$ cat config.mk
export PLATFORM = sky130hd
export DESIGN_NAME = uart_rx_os
export DESIGN_NICKNAME = d
export VERILOG_FILES = /design/src/rtl/uart_rx_os.sv
export SDC_FILE = /design/constraint.sdc
export NUM_CORES = 1
export LEC_CHECK = 0
export ABC_CLOCK_PERIOD_IN_PS = 3000
export BUFFER_PORTS_ARGS = -buffer_cell sky130_fd_sc_hd__buf_2
export CORE_MARGIN = 2
export CORE_UTILIZATION = 64
export DETAILED_ROUTE_END_ITERATION = 8
export PLACE_DENSITY_LB_ADDON = 0.25
export SLEW_MARGIN = 10
export SYNTH_ARGS = -nofsm -noshare
export SYNTH_HDL_FRONTEND = slang
export SYNTH_SLANG_ARGS = --single-unit
export TNS_END_PERCENT = 30
$ cat constraint.sdc
create_clock -name clk -period 3 [get_ports clk]
set_clock_uncertainty 0.1 [all_clocks]
set_input_delay 0.15 -clock clk [delete_from_list [all_inputs] [get_ports clk]]
set_output_delay 0.15 -clock clk [all_outputs]
set_load 0.005 [all_outputs]
$ cat src/rtl/uart_rx_os.sv
// -----------------------------------------------------------------------------
// uart_rx_os
// Oversampling UART receiver for the host link.
//
// The line is resynchronised and then sampled OVERSAMPLE times per bit. Each
// bit is decided by a 2-of-3 majority vote of the three samples around the
// bit centre. The receiver supports optional odd/even parity and one or two
// stop bits. Each received word is delivered as a one-cycle axiov strobe.
// A frame of all zeros with a bad stop bit is reported as a break instead.
//
// Parameters
//   DATA_WIDTH  : data bits per frame (5..16), sent LSB first
//   CLK_FREQ_HZ : clk frequency in Hz
//   BAUDRATE    : line rate in bit/s
//   OVERSAMPLE  : ticks per bit; even and at least 8
//   PARITY      : 0 = none, 1 = odd, 2 = even
//   STOP_BITS   : 1 or 2
//
// Ports
//   clk        : system clock
//   rst        : asynchronous active-low reset
//   rxd        : serial input; asynchronous to clk, idles high
//   axiod      : received word; holds its value between strobes
//   axiov      : one-cycle valid strobe for axiod, parity_err and frame_err
//   parity_err : parity mismatch; qualified by axiov
//   frame_err  : a stop bit was sampled low; qualified by axiov
//   break_det  : one-cycle pulse when a break condition is detected
//   busy       : high whenever the receiver is not idle
// -----------------------------------------------------------------------------
module uart_rx_os #(
  parameter int DATA_WIDTH  = 8,
  parameter int CLK_FREQ_HZ = 100000000,
  parameter int BAUDRATE    = 115200,
  parameter int OVERSAMPLE  = 16,
  parameter int PARITY      = 0,
  parameter int STOP_BITS   = 1
) (
  input  logic                  clk,
  input  logic                  rst,
  input  logic                  rxd,
  output logic [DATA_WIDTH-1:0] axiod,
  output logic                  axiov,
  output logic                  parity_err,
  output logic                  frame_err,
  output logic                  break_det,
  output logic                  busy
);

  // ---------------------------------------------------------------------------
  // Derived constants
  // ---------------------------------------------------------------------------
  localparam int TICK_PERIOD = CLK_FREQ_HZ / (BAUDRATE * OVERSAMPLE);
  localparam int TICK_W      = (TICK_PERIOD > 1) ? $clog2(TICK_PERIOD) : 1;
  localparam int OS_W        = $clog2(OVERSAMPLE);
  localparam int BIT_W       = $clog2(DATA_WIDTH);

  localparam logic [TICK_W-1:0] TICK_LAST =
    (TICK_PERIOD >= 1) ? TICK_W'(TICK_PERIOD - 1) : '0;
  localparam logic [OS_W-1:0]   OS_S0     = OS_W'(OVERSAMPLE / 2 - 1);
  localparam logic [OS_W-1:0]   OS_S1     = OS_W'(OVERSAMPLE / 2);
  localparam logic [OS_W-1:0]   OS_S2     = OS_W'(OVERSAMPLE / 2 + 1);
  localparam logic [OS_W-1:0]   OS_LAST   = OS_W'(OVERSAMPLE - 1);
  localparam logic [BIT_W-1:0]  BIT_LAST  = BIT_W'(DATA_WIDTH - 1);
  localparam logic              STOP_LAST = 1'(STOP_BITS - 1);

  // ---------------------------------------------------------------------------
  // Elaboration-time parameter checks
  // ---------------------------------------------------------------------------
  if (TICK_PERIOD < 1) begin : g_bad_tick
    $error("uart_rx_os: CLK_FREQ_HZ / (BAUDRATE * OVERSAMPLE) must be at least 1");
  end
  if (DATA_WIDTH < 5 || DATA_WIDTH > 16) begin : g_bad_width
    $error("uart_rx_os: DATA_WIDTH must be in 5..16");
  end
  if (OVERSAMPLE < 8 || (OVERSAMPLE % 2) != 0) begin : g_bad_os
    $error("uart_rx_os: OVERSAMPLE must be even and at least 8");
  end
  if (PARITY < 0 || PARITY > 2) begin : g_bad_parity
    $error("uart_rx_os: PARITY must be 0, 1 or 2");
  end
  if (STOP_BITS < 1 || STOP_BITS > 2) begin : g_bad_stop
    $error("uart_rx_os: STOP_BITS must be 1 or 2");
  end

  typedef enum logic [2:0] {
    S_IDLE,
    S_START,
    S_DATA,
    S_PARITY,
    S_STOP,
    S_BRK
  } state_t;

  // ---------------------------------------------------------------------------
  // Input synchroniser and edge detect
  // ---------------------------------------------------------------------------
  logic rs_meta;
  logic rs;
  logic rs_prev;

  // NOTE: the synchroniser resets to the idle line level (1). If it reset to 0,
  // every reset release would look like the end of a break.
  always_ff @(posedge clk or negedge rst) begin
    if (!rst) begin
      rs_meta <= 1'b1;
      rs      <= 1'b1;
      rs_prev <= 1'b1;
    end else begin
      // NOTE: sequential state always uses non-blocking assignments. Each
      // stage then samples the value its predecessor held before this edge.
      rs_meta <= rxd;
      rs      <= rs_meta;
      rs_prev <= rs;
    end
  end

  logic fall_edge;
  assign fall_edge = rs_prev & ~rs;

  // ---------------------------------------------------------------------------
  // Tick and oversample counters
  // ---------------------------------------------------------------------------
  state_t            state;
  logic [TICK_W-1:0] tick_cnt;
  logic [OS_W-1:0]   os_cnt;
  logic [2:0]        smp;

  logic tick;
  logic samp0;
  logic samp1;
  logic samp2;
  logic bit_end;

  assign tick    = (tick_cnt == TICK_LAST);
  assign samp0   = tick && (os_cnt == OS_S0);
  assign samp1   = tick && (os_cnt == OS_S1);
  assign samp2   = tick && (os_cnt == OS_S2);
  assign bit_end = tick && (os_cnt == OS_LAST);

  // While idle (or parked in BRK), the counters stay at zero. The first
  // cycle of START is therefore oversample slot 0 of the start bit.
  always_ff @(posedge clk or negedge rst) begin
    if (!rst) begin
      tick_cnt <= '0;
      os_cnt   <= '0;
      smp      <= '0;
    end else if (state == S_IDLE || state == S_BRK) begin
      tick_cnt <= '0;
      os_cnt   <= '0;
    end else begin
      if (tick) begin
        tick_cnt <= '0;
        os_cnt   <= (os_cnt == OS_LAST) ? '0 : os_cnt + 1'b1;
      end else begin
        tick_cnt <= tick_cnt + 1'b1;
      end
      if (samp0) smp[0] <= rs;
      if (samp1) smp[1] <= rs;
      if (samp2) smp[2] <= rs;
    end
  end

  // ---------------------------------------------------------------------------
  // Majority vote
  // ---------------------------------------------------------------------------
  function automatic logic maj3(input logic a, input logic b, input logic c);
    return (a & b) | (a & c) | (b & c);
  endfunction

  // vote_end: all three samples are stored; used at the end of a bit.
  // vote_mid: the third sample is taken live; used on the final stop bit,
  //           which completes at its third sample tick.
  logic vote_end;
  logic vote_mid;
  assign vote_end = maj3(smp[0], smp[1], smp[2]);
  assign vote_mid = maj3(smp[0], smp[1], rs);

  // ---------------------------------------------------------------------------
  // Frame state
  // ---------------------------------------------------------------------------
  logic [DATA_WIDTH-1:0] shreg;
  logic [BIT_W-1:0]      bit_cnt;
  logic                  stop_cnt;
  logic                  par_bit;
  logic                  perr;
  logic                  ferr;

  logic stop_last;
  logic final_stop;
  logic stop_ferr;
  logic par_calc;
  logic is_break;

  assign stop_last  = (stop_cnt == STOP_LAST);
  assign final_stop = (state == S_STOP) && stop_last && samp2;
  // ferr including the final stop vote, which is taken on this same tick.
  assign stop_ferr  = ferr | ~vote_mid;
  // XOR of data and the received parity bit is 1 when the count of ones is odd.
  assign par_calc   = (^shreg) ^ vote_end;
  // par_bit stays 0 when parity is disabled, so it does not block a break.
  assign is_break   = (shreg == '0) && !par_bit && stop_ferr;

  // ---------------------------------------------------------------------------
  // Main FSM with registered outputs
  // ---------------------------------------------------------------------------
  always_ff @(posedge clk or negedge rst) begin
    if (!rst) begin
      state      <= S_IDLE;
      shreg      <= '0;
      bit_cnt    <= '0;
      stop_cnt   <= 1'b0;
      par_bit    <= 1'b0;
      perr       <= 1'b0;
      ferr       <= 1'b0;
      axiod      <= '0;
      axiov      <= 1'b0;
      parity_err <= 1'b0;
      frame_err  <= 1'b0;
      break_det  <= 1'b0;
      busy       <= 1'b0;
    end else begin
      // Strobes and their qualified flags default low; they rise for one cycle.
      axiov      <= 1'b0;
      parity_err <= 1'b0;
      frame_err  <= 1'b0;
      break_det  <= 1'b0;

      case (state)
        S_IDLE: begin
          if (fall_edge) begin
            state    <= S_START;
            busy     <= 1'b1;
            bit_cnt  <= '0;
            stop_cnt <= 1'b0;
            par_bit  <= 1'b0;
            perr     <= 1'b0;
            ferr     <= 1'b0;
          end
        end

        S_START: begin
          if (bit_end) begin
            if (vote_end) begin
              // False start: the line was only a glitch.
              state <= S_IDLE;
              busy  <= 1'b0;
            end else begin
              state <= S_DATA;
            end
          end
        end

        S_DATA: begin
          if (bit_end) begin
            shreg   <= {vote_end, shreg[DATA_WIDTH-1:1]};
            bit_cnt <= bit_cnt + 1'b1;
            if (bit_cnt == BIT_LAST) begin
              state <= (PARITY != 0) ? S_PARITY : S_STOP;
            end
          end
        end

        S_PARITY: begin
          if (bit_end) begin
            par_bit <= vote_end;
            // Odd parity expects an odd count of ones; even parity expects even.
            perr    <= (PARITY == 1) ? ~par_calc : par_calc;
            state   <= S_STOP;
          end
        end

        S_STOP: begin
          if (final_stop) begin
            if (is_break) begin
              break_det <= 1'b1;
              state     <= S_BRK;
            end else begin
              axiod      <= shreg;
              axiov      <= 1'b1;
              parity_err <= perr;
              frame_err  <= stop_ferr;
              state      <= S_IDLE;
              busy       <= 1'b0;
            end
          end else if (!stop_last && bit_end) begin
            ferr     <= ferr | ~vote_end;
            stop_cnt <= 1'b1;
          end
        end

        S_BRK: begin
          if (rs) begin
            state <= S_IDLE;
            busy  <= 1'b0;
          end
        end

        default: begin
          state <= S_IDLE;
          busy  <= 1'b0;
        end
      endcase
    end
  end

endmodule
Word level (Yosys, flattened, before mapping)
Index checks and enable logic that the tools add are counted.
W data, S select, Z words.

word-level totals
  bits in registers = 47
  input port bits = 3
  logic and storage cells = 143

operators by class
  $add $sub $neg = 3
  eq/ne operators = 22
  multiplexer cells = 48
  bitwise logic cells = 20
  reduce and logical (&&, ||, !) cells = 29

operators with widths
  operator               count
  $mux W3                10
  $mux W1                25
  $ne A2 B2 Y1 const B   10
  $pmux W3 S6            1
  $reduce_and A7 Y1      2
  $eq A4 B4 Y1 const B   3
  $mux W4                3
  $mux W6                2
  $eq A3 B3 Y1 const B   3
  $logic_and A1 B1 Y1    9
  $reduce_and A3 Y1      3
  $logic_not A8 Y1       1
  $pmux W1 S2            4
  $reduce_and A2 Y1      4
  $reduce_bool A2 Y1     4
  $reduce_xor A8 Y1      1
  $not A1 Y1             7
  $add A6 B1 Y6 const B  1
  $and A1 B1 Y1          6
  $eq A3 B2 Y1 const B   2
  $eq A6 B6 Y1 const B   1
  $or A1 B1 Y1           6
  $pmux W3 S2            1
  $pmux W1 S5            1
  12 further kinds       12

Longest topological paths before layout
Gate-level depths: netlist of run 1.

  depth after elaboration = 9
  gate-level depth with buffers = 8
  depth with buffers taken out = 6

Worst setup path after synthesis of run 1
Ideal clock, no wire load.

  path type = flip-flop to flip-flop
  start = reg state[0]
  end = reg perr
  library setup time = 0.120 ns
  arrival time = 1.643 ns
  path slack = 1.136 ns
  cell stages (with the launch flop) = 7
  path buffers = 2
  period minus slack after synthesis = 1.864 ns
  path through = dfrtp_1 > buf_6 > or4b_1 > or2_1 > buf_6 > o311a_1 > a41o_1

between the ends
  longest elaborated chain between the ends = 3
  elaborated cells on any way between the ends = 7
  those cells by class = eq/ne: 3; mux: 1; reduce/logical: 3

RTL lines
  what                                                          RTL line  text
  start: declaration                                            123       state_t state;
  start signal: assignment                                      258       state <= (PARITY != 0) ? S_PARITY : S_STOP;
  $eq A3 B2 Y1 or $logic_not A3 Y1 (tied branches)              228       case (state)
  $ne A2 B2 Y1 (no line) or $reduce_bool A2 Y1 (tied branches)  --
  $reduce_and A3 Y1 (no line)                                   --
  end signal: assignment                                        267       perr <= (PARITY == 1) ? ~par_calc : par_calc;
  end: declaration                                              185       logic perr;

Parallel ways exist; a longest one is shown, timed or not.
A chain may end at the register's enable or synchronous reset.

Worst setup path after layout of run 1
  start = reg tick_cnt[1]
  end = reg smp[1]

between the ends
  longest elaborated chain between the ends = 3

RTL lines
  what                         RTL line  text
  start: declaration           124       logic [TICK_W-1:0] tick_cnt;
  start signal: assignment     155       tick_cnt <= tick_cnt + 1'b1;
  $eq A6 B6 Y1                 134       assign tick = (tick_cnt == TICK_LAST);
  $logic_and A1 B1 Y1          136       assign samp1 = tick && (os_cnt == OS_S1);
  $reduce_and A2 Y1 (no line)  --
  end signal: assignment       158       if (samp1) smp[1] <= rs;
  end: declaration             126       logic [2:0] smp;

Every way passes these cells.

==> results.md, run 1 <==
- Register area share after synthesis: 51.5%
- Initial antenna violation count: 0
- Layer with the highest usage: met2
- Clock transition at the registers of the reported paths: 0.12 ns
- Combinational Power Share: 12.4%
- Clock power share: 26.1%
- Static Leak: 1.18 nW
- Yosys cell types: 49
- Reg-to-Reg Start: tick_cnt[1]
- Row count: 21
- Diode count: 0
- TritonCTS clock tree: done
- Final wirelength: 4010 microns
- Drt first pass iters: 4
- Pwr Density: 500 mW/mm^2
- Total GRT Usage: 23.2%
- Critical Path Start Type: flop
- Layout cell share with drive strength beyond 1: 17.9%
- Setup violators final: 0
- CP Cell Sequence: inv_1, ha_1, and4b_1, nand2_1, nor4_1, mux2_2
- Crit end category: flop
- Cell area after layout: 0.00247 sq mm
- Max VDD drop: 361 uV
- Net Switching: 0.000339 W
- Die X-Extent: 63.8 microns
- Crit Path Max Fanout: 10
- Syn Nets: 218
- Outcome: finished, final reports clean
- Max-Cap Viols: 0
- Met2 Use GR: 39.1%
- Placed Instance Area: 0.00238 sq mm
- Sw frac: 27.5%
- Final min period: 2.16 ns
- Cell count after synthesis: 204
- Slowest CP cell: dfrtp_1
- Synth Flop Type: dfrtp_1
- WL/cell: 14.9 microns
- Worst skew pair latency: 0.36 ns
- Post-CTS sizing: 0
- Count of endpoints failing hold in the final timing report: 0
- Yosys warns: 0
- Worst slack, placed: 0.889 ns
- Class of the worst hold path: flop to flop
- Area of the multi-input gates: 991 sq um
- First-pass GRT wire length: 7130 microns
- GP Congestion: 0.825
- Area Growth Syn to Fin: 7.76%
- Yosys reg bits: 47
- Ranking of synthesized cells by area: dfrtp_1 (48%), ha_1 (6.0%), mux2_2 (5.4%)
- Int Pwr: 0.000894 W
- Top delay family on crit path: simple AND/OR/NAND/NOR gates
- Slew Viols, Final: 0
- CP bufs+invs: 1
- Final cell count without fillers: 269
- Dpl cells: 259
- Seq pwr share: 61.5%
- Vias/cell: 5.91
- Crit path DAT: 2.32 ns
- Buffers added on ports: 15
- Final ANT Viol Nets: 0
- DRT iter0 DRCs: 159
- Area share of the largest cell type after synthesis: 48.1%
- Worst slew margin: 34.4%
- NumNets Final: 236
- Io pins: 16
- Number of synthesized flops with an enable pin: 0
- DR DRC count: 0
- Worst Setup SP: tick_cnt[1]
- Setup Buffers After CTS: 0
- DR vias: 1590
- CTS Buf Count: 5
- Max clock buf depth: 2
- Worst EP required: 3.16 ns
- Mean area per synthesized cell: 11.2 sq um
- Min-delay src: rs_meta
- CTS Sinks: 47
- Slew of the pin with the lowest slew margin: 0.984 ns
- Met1 usage: 26.6%
- WS Path Type: flop to flop
- Initial Util: 67.6%
- CP peak stage delay: 0.42 ns
- Vias in the first global route: 1617
- Htree depth: 2
- Core ar.: 0.00339 sq mm
- Synth Cell Area: 0.00229 sq mm
- Register area: 0.00118 sq mm
- Post-DP HPWL: 2960 microns
- Fin crit share: 72.1%
- Hold_buf cts: 2
- Ys async rst share: 100%
- Die Footprint: 0.00407 sq mm
- Pin count of the biggest net entering global routing: 48
- Die height: 63.8 microns
- Fill cell count: 228
- Grt ovf: 0
- CTS Root Cell: clkbuf_4
- Max Fclk: 462 MHz
- Met3 Usage GRT: 7.04%
- Unrepaired setup endpoints after global routing: no
- Final core occ: 72.8%
- Worst setup margin: 0.838 ns
- Setup TNS: 0 ns
- Largest area contributor in the netlist: dfrtp_1
[path summary, 6_finish.rpt]
kind                               to  slack, ns  cells after the start
min in group asynchronous  parity_err       0.37                      2
max reg2reg                    smp[1]       0.84                      6
min reg2reg                        rs       0.27                      0
min                                rs       0.27                      0
max in group asynchronous   os_cnt[0]       1.82                      2
max                            smp[1]       0.84                      6
[Yosys cell counts, types with 2 or more instances]
master	instances
a211o_1	2
a21oi_1	6
a32o_1	2
and3_1	3
and4b_1	2
buf_2	2
buf_6	3
dfrtp_1	44
dfstp_2	3
ha_1	11
inv_1	18
maj3_1	2
mux2_2	11
mux2i_1	11
nand2_1	15
nand3_1	6
nand4_1	3
nor2_1	15
nor2b_1	3
nor4_1	2
o21ai_0	2
o22a_1	2
o22ai_1	2
or4_1	2
xnor2_1	6
xor2_1	3
[power groups by stage]
stage | Combinational (W) | Sequential [W] | Clock, W
floorplan | 0.000133 | 0.000736 | 0
global placement | 0.000142 | 0.000764 | 0
detailed placement | 0.000153 | 0.000769 | 0
CTS | 0.000155 | 0.000759 | 0.000331
global route | 0.000181 | 0.000768 | 0.000361
finish | 0.000153 | 0.000759 | 0.000322
[cell families (layout without fill, tap and decap cells)]
family	Yosys count	count (layout)	share of synthesized area (%)
and+or+nand+nor	64	64	15.1
xor gates and xnor gates	9	9	3.44
buffers and inverters	25	44	5.19
muxes	22	22	10.2
AOI/OAI and AO/OA	24	24	7.60
adders and majority gates	13	13	6.89
DFF	47	47	51.5
[worst reg2reg max path, stage by stage, from the launching register on]
cell	delay (ns)
dfrtp_1	0.42
inv_1	0.07
ha_1	0.12
and4b_1	0.39
nand2_1	0.20
nor4_1	0.37
mux2_2	0.39
[cell type report]
| cell class | count | share of cell area (%) |
|---|---|---|
| tap | 46 | 2.33 |
| multi-input combinational | 132 | 40.2 |
| sequential | 47 | 47.8 |
| clock buffer | 8 | 2.79 |
| timing repair buffer | 18 | 4.16 |
| inverter | 18 | 2.74 |
[placed cells by master, fill, tap and decap left out, types with 3 or more instances in the layout]
master	n
nor2b_1	3
a21oi_1	6
and3_1	3
clkbuf_4	5
mux2_2	11
ha_1	11
nand2_1	15
nand4_1	3
inv_1	18
xor2_1	3
xnor2_1	6
mux2i_1	11
dfstp_2	3
nand3_1	6
buf_2	15
nor2_1	15
dfrtp_1	44
[registers in the layout (all words and copies together), names as in the netlist, 3 cells and up]
signal	count
shreg	8
axiod	8
bit_cnt	3
os_cnt	4
state	3
smp	3
tick_cnt	6
[routing by layer]
metal | share of wire [%] | up-vias
li1 | - | 749
met1 | 40 | 773
met2 | 52 | 57
met3 | 5.0 | 11
met4 | 2.9 | 0
met5 | 0 | -
[per-stage QoR]
stage / hold slack, ns / total power, W
final: 0.265 / 0.00123
after global routing: 0.268 / 0.00131
after CTS: 0.266 / 0.00124
after detailed placement: 0.160 / 0.000923
after global placement: 0.157 / 0.000905
after floorplan: -0.246 / 0.000869
(Power assumes the default switching activity.)
==> run 2: changes to the inputs <==
- ABC_CLOCK_PERIOD_IN_PS: 3000 -> 2240
- CORE_UTILIZATION: 64 -> 59
- clock period: 3 -> 2.24 ns (I/O delays scaled with it)
==> results.md, run 2 (same netlist as run 1, synthesis figures left out) <==
- Outcome: finished, final reports clean
- Final wirelength: 4240 microns (+5.7%)
- Core ar.: 0.00369 sq mm (+8.8%)
- Area Growth Syn to Fin: 10.2%
- Die Footprint: 0.00440 sq mm (+7.9%)
- Final min period: 2.04 ns (-0.124 ns)
- Max Fclk: 491 MHz (+6.1%)
- Class of the worst hold path: input pin to asynchronous set/reset pin
- Row count: 22 (+4.8%)
- WL/cell: 15.4 microns (+3.1%)
- Worst slew margin: 72.5% (+38 points)
- Register area: 0.00118 sq mm (unchanged)
- Io pins: 16 (unchanged)
- TritonCTS clock tree: done
- Final cell count without fillers: 276 (+2.6%)
- Die X-Extent: 66.3 microns (+3.9%)
- Worst slack, placed: 0.136 ns (-0.753 ns)
- Critical Path Start Type: flop
- Setup TNS: 0 ns (unchanged)
- Slew of the pin with the lowest slew margin: 0.412 ns (-0.571 ns)
- Initial antenna violation count: 0 (unchanged)
- Max VDD drop: 419 uV (+16%)
- DR vias: 1570 (-1.3%)
- Max clock buf depth: 2 (unchanged)
- First-pass GRT wire length: 7450 microns (+4.5%)
- Layout cell share with drive strength beyond 1: 20.6% (+2.7 points)
- NumNets Final: 241 (+2.1%)
- GP Congestion: 0.950 (+15%)
- Fin crit share: 91.0% (+19 points)
- Setup violators final: 0 (unchanged)
- Vias in the first global route: 1669 (+3.2%)
- Met3 WL: 155 microns (-23%)
- Unrepaired setup endpoints after global routing: no
- Max-Cap Viols: 0 (unchanged)
- Htree depth: 2 (unchanged)
- Largest regs: axiod x8, shreg x8, tick_cnt x6
- Placed Instance Area: 0.00242 sq mm (+1.7%)
- Crit Path Max Fanout: 10 (unchanged)
- Drt first pass iters: 4 (unchanged)
- Static Leak: 1.21 nW (+2.8%)
- Crit path DAT: 2.12 ns (-0.20 ns)
- Buffers added on ports: 15 (unchanged)
- Pin count of the biggest net entering global routing: 30 (-38%)
- DRT iter0 DRCs: 175 (+10%)
- DR top layer: met4
- Vias/cell: 5.69 (-3.8%)
- Area of the multi-input gates: 992 sq um (+0.13%)
- Grt ovf: 0 (unchanged)
- Post-DP HPWL: 3180 microns (+7.2%)
- CTS Root Cell: clkbuf_8
- Commonest cells after routing, fill and taps aside: dfrtp_1 (44), inv_1 (18), nand2_1 (15), nor2_1 (15), buf_2 (15)
- Pwr Density: 683 mW/mm^2 (+37%)
- Final ANT Viol Nets: 0 (unchanged)
- CTS Buf Count: 5 (unchanged)
- Slew Viols, Final: 0 (unchanged)
- Worst skew pair latency: 0.30 ns (-0.06 ns)
- Cell area after layout: 0.00252 sq mm (+2.3%)
- CTS Sinks: 47 (unchanged)
- R2R depth: 6 (unchanged)
- Diode count: 0 (unchanged)
- Count of endpoints failing hold in the final timing report: 0 (unchanged)
- Wire length on met2: 2100 microns (about the same)
- WS Path Type: flop to flop
- Clock transition at the registers of the reported paths: 0.09 ns (-0.03 ns)
- Worst setup margin: 0.202 ns (-0.636 ns)
- Total GRT Usage: 22.6% (-0.59 points)
- Final core occ: 68.4% (-4.4 points)
- Setup Buffers After CTS: 0 (unchanged)
- Crit end category: flop
- Initial Util: 62.1% (-5.5 points)
- Die height: 66.3 microns (+3.9%)
- Commonest non-fill, non-tap cell in the layout: dfrtp_1
- Dpl cells: 266 (+2.7%)
- DR DRC count: 0 (unchanged)
- Fill cell count: 290 (+27%)
- Met1 WL: 1850 microns (+16%)
- Worst EP required: 2.33 ns (-0.83 ns)
-- run 2: changes by cell type in the layout (fill, tap and decap cells not counted) --
cell / before / now
buf_4: 1 / 6
and4b_1: 2 / 1
and4b_2: 0 / 1
clkinv_2: 0 / 3
clkbuf_1: 1 / 0
clkbuf_4: 5 / 0
clkbuf_8: 2 / 5
-- run 2: area by class of cell --
class                   count  area share, %
clock buffers               5           2.73
clock inverters             3          0.595
inverters                  18           2.68
multi-input cells         132           39.3
flip-flops and latches     47           46.8
well taps                  48           2.38
repair buffers             23           5.55
-- run 2: final timing paths --
| check | from | to | slack [ns] |
|---|---|---|---|
| max in group asynchronous | rst | shreg[6] | 1.16 |
| min reg2reg | rs_meta | rs | 0.26 |
| min | rst | state[1] | 0.16 |
| min in group clk | rs_meta | rs | 0.26 |
| max reg2reg | tick_cnt[1] | smp[2] | 0.20 |
| max | tick_cnt[1] | smp[2] | 0.20 |
-- run 2: critical path, stage by stage, from the launching register on --
cell	delay, ns
dfrtp_1	0.41
inv_1	0.07
ha_1	0.12
and4b_2	0.33
nand2_1	0.18
nor4_1	0.34
mux2_2	0.38
-- run 2: metal layers --
| layer | vias to the layer above | track usage (%) |
|---|---|---|
| li1 | 757 | - |
| met1 | 763 | 28.0 |
| met2 | 34 | 36.0 |
| met3 | 16 | 6.13 |
| met4 | 0 | 11.7 |
| met5 | - | 0 |
-- run 2: per-stage QoR --
stage	power (W)	hold slack, ns
after floorplan	0.00116	-0.284
after global placement	0.00122	-0.0407
after detailed placement	0.00124	-0.0302
after CTS	0.00174	0.178
after global routing	0.00182	0.201
final	0.00172	0.162
-- run 2: where the power goes --
group / switching (W) / total, W / leakage, nW / internal, W
Sequential: 0.0000927 / 0.00101 / 0.632 / 0.000918
Combinational: 0.000120 / 0.000219 / 0.528 / 0.0000992
Clock: 0.000279 / 0.000493 / 0.0477 / 0.000214
-- run 2: timing repair --
action | in CTS | in global routing
hold buffers | 2 | 0
resized for setup | 0 | 1
endpoints found under the hold margin | 19 | 0
setup endpoints to repair | 0 | 2
==> run 3: changes to the inputs <==
- ABC_AREA: unset -> 1
- CORE_UTILIZATION: 59 -> 60
==> results.md, run 3 <==
- Die height: 67.2 microns (+1.4%)
- Number of synthesized flops with an enable pin: 0 (unchanged)
- Commonest non-fill, non-tap cell in the layout: nand2_1
- Yosys reg bits: 47 (unchanged)
- Fin crit share: 81.6% (-9.4 points)
- Grt ovf: 0 (unchanged)
- Crit end category: flop
- Htree depth: 2 (unchanged)
- GP Congestion: 0.861 (-9.4%)
- Reg-to-Reg Start: tick_cnt[1]
- Ys async rst share: 100% (unchanged)
- Static Leak: 1.37 nW (+14%)
- Pwr Density: 875 mW/mm^2 (+28%)
- Clock power share: 27.6% (-1.0 points)
- Area Growth Syn to Fin: 10.8%
- Die Footprint: 0.00452 sq mm (+2.9%)
- Clock transition at the registers of the reported paths: 0.08 ns (about the same)
- Syn Nets: 279 (+28%)
- Die X-Extent: 67.2 microns (+1.4%)
- Worst hold endpoint: rs
- Seq pwr share: 44.1% (-15 points)
- Net Switching: 0.000823 W (+67%)
- CP Cell Sequence: inv_1, ha_1, nand3_1, nor2_2, buf_4, nand4_4, nand2_1, o21ai_2
- Commonest cells after routing, fill and taps aside: nand2_1 (68), dfrtp_1 (44), inv_1 (30), nand3_1 (21), buf_2 (15)
- CTS Buf Count: 5 (unchanged)
- Drt first pass iters: 4 (unchanged)
- CTS Sinks: 47 (unchanged)
- RR Endpoint: axiod[2]
- Flop2flop setup slack: 0.41 ns (+0.21 ns)
- Register area share after synthesis: 49.2% (-2.4 points)
- Layout cell share with drive strength beyond 1: 21.5% (+0.84 points)
- Crit Path Max Fanout: 16 (+6)
- Critical Path Start Type: flop
- Most instantiated library cell after synthesis: nand2_1
- Slew Viols, Final: 0 (unchanged)
- Crit path DAT: 1.92 ns (-0.20 ns)
- Total GRT Usage: 21.5% (-1.1 points)
- First-pass GRT wire length: 7040 microns (-5.4%)
- Class of the worst hold path: flop to flop
- Setup TNS: 0 ns (unchanged)
- Initial Util: 64.1% (+2.0 points)
- Vias/cell: 5.26 (-7.6%)
- Core ar.: 0.00374 sq mm (+1.5%)
- Final min period: 1.83 ns (-0.211 ns)
- Slowest CP cell: dfrtp_1
- Final core occ: 71.1% (+2.6 points)
- Initial antenna violation count: 0 (unchanged)
- Post-synth top cells: nand2_1 (68), dfrtp_1 (44), inv_1 (30)
- WL/cell: 12.6 microns (-18%)
- Worst slew margin: 61.9% (-11 points)
- Synth Flop Type: dfrtp_1
- Setup violators final: 0 (unchanged)
- Max Fclk: 547 MHz (+12%)
- Slew of the pin with the lowest slew margin: 0.571 ns (+0.159 ns)
- Top delay family on crit path: simple AND/OR/NAND/NOR gates
- Fill cell count: 300 (+3.4%)
- Pin count of the biggest net entering global routing: 48 (+60%)
- Diode count: 0 (unchanged)
- Count of endpoints failing hold in the final timing report: 0 (unchanged)
- Worst skew pair latency: 0.30 ns (about the same)
- Max-Cap Viols: 0 (unchanged)
- CP bufs+invs: 2 (+1)
- TritonCTS clock tree: done
- Final wirelength: 4250 microns (+0.33%)
- Cell count after synthesis: 265 (+30%)
- DR vias: 1771 (+13%)
- Row count: 22 (unchanged)
- Area share of the largest cell type after synthesis: 45.9% (-2.2 points)
- Buffers added on ports: 15 (unchanged)
- Unrepaired setup endpoints after global routing: no
- Worst EP required: 2.34 ns (about the same)
- Vias in the first global route: 1591 (-4.7%)
- Sw frac: 35.4% (+6.8 points)
- Mean area per synthesized cell: 9.06 sq um (-19%)
- NumNets Final: 302 (+25%)
- Largest area contributor in the netlist: dfrtp_1
- Yosys warns: 0 (unchanged)
- Yosys cell types: 34 (-31%)
- DR DRC count: 0 (unchanged)
- Synth Cell Area: 0.00240 sq mm (+4.8%)
- Min-delay src: rs_meta
- Outcome: finished, final reports clean
- Hold-critical path depth: 0
- Max VDD drop: 787 uV (+88%)
- Max clock buf depth: 2 (unchanged)
- Combinational Power Share: 28.3% (+16 points)
- CP peak stage delay: 0.41 ns (about the same)
- Post-DP HPWL: 3050 microns (-4.1%)
- R2R depth: 8 (+2)
- Final ANT Viol Nets: 0 (unchanged)
- Largest regs: axiod x8, shreg x8, tick_cnt x6
- Io pins: 16 (unchanged)
- Int Pwr: 0.00150 W (+22%)
- Ranking of synthesized cells by area: dfrtp_1 (46%), nand2_1 (11%), ha_1 (5.7%)
- Setup Buffers After CTS: 0 (unchanged)
- DRT iter0 DRCs: 127 (-27%)
- WS Path Type: flop to flop
- CTS Root Cell: clkbuf_8
[run 3: final cells by class]
type	instances	area, sq um	area share, %
Sequential cell	47	1180	44.4
Multi-Input combinational cell	179	1050	39.5
Inverter	35	134	5.03
Timing Repair Buffer	20	118	4.42
Clock buffer	6	82.6	3.10
Tap cell	48	60.1	2.26
Clock inverter	2	35.0	1.32
[run 3: worst max-delay path by stage]
stage                     start          to  slack (ns)  depth (start not counted)
detailed placement  tick_cnt[1]    axiod[2]        0.44                          8
finish              tick_cnt[1]    axiod[2]        0.41                          8
global placement    tick_cnt[1]    axiod[0]        0.48                          8
floorplan              shreg[2]    axiod[5]        0.69                          9
global route        tick_cnt[0]  bit_cnt[0]        0.27                          9
CTS                 tick_cnt[1]    axiod[5]        0.41                          8
[run 3: kinds of logic after synthesis]
group,share of synthesized area [%]
DFF,49.2
AOI/OAI and AO/OA,10.3
adders and majority gates,5.74
xor gates and xnor gates,2.55
buffers and inverters,7.04
and+or+nand+nor,25.2
[run 3: per-stage QoR]
stage | hold slack [ns] | instances | power (W) | setup WS, ns | area (sq um)
3_5_place_dp | 0.122 | 327 | 0.00169 | 0.439 | 2520
2_1_floorplan | -0.284 | 265 | 0.00154 | 0.692 | 2400
5_1_grt | 0.263 | 337 | 0.00246 | 0.266 | 2660
3_3_place_gp | 0.117 | 327 | 0.00168 | 0.482 | 2520
6_report | 0.252 | 337 | 0.00233 | 0.413 | 2660
4_1_cts | 0.251 | 337 | 0.00235 | 0.409 | 2660
[run 3: power by group through the flow]
stage | clock [W] | combinational (W) | sequential, W
2_1_floorplan | 0 | 0.000521 | 0.00102
3_3_place_gp | 0 | 0.000638 | 0.00104
3_5_place_dp | 0 | 0.000651 | 0.00104
4_1_cts | 0.000663 | 0.000660 | 0.00103
5_1_grt | 0.000689 | 0.000737 | 0.00104
6_report | 0.000643 | 0.000658 | 0.00103
[run 3: layer usage]
layer	routed length [microns]	global-route usage, %
met5	0	0
met4	110	11.2
met3	162	6.00
met2	1800	30.1
met1	2180	30.4
[run 3: timing repair]
item                                   in CTS  in global routing
endpoints found under the hold margin      45                  0
hold buffers                                2                  0
gates resized for setup                     0                  0
[run 3: worst reg2reg max path, stage by stage (launching register included)]
cell     delay, ns
dfrtp_1       0.41
inv_1         0.06
ha_1          0.14
nand3_1       0.08
nor2_2        0.21
buf_4         0.21
nand4_4       0.28
nand2_1       0.18
o21ai_2       0.06
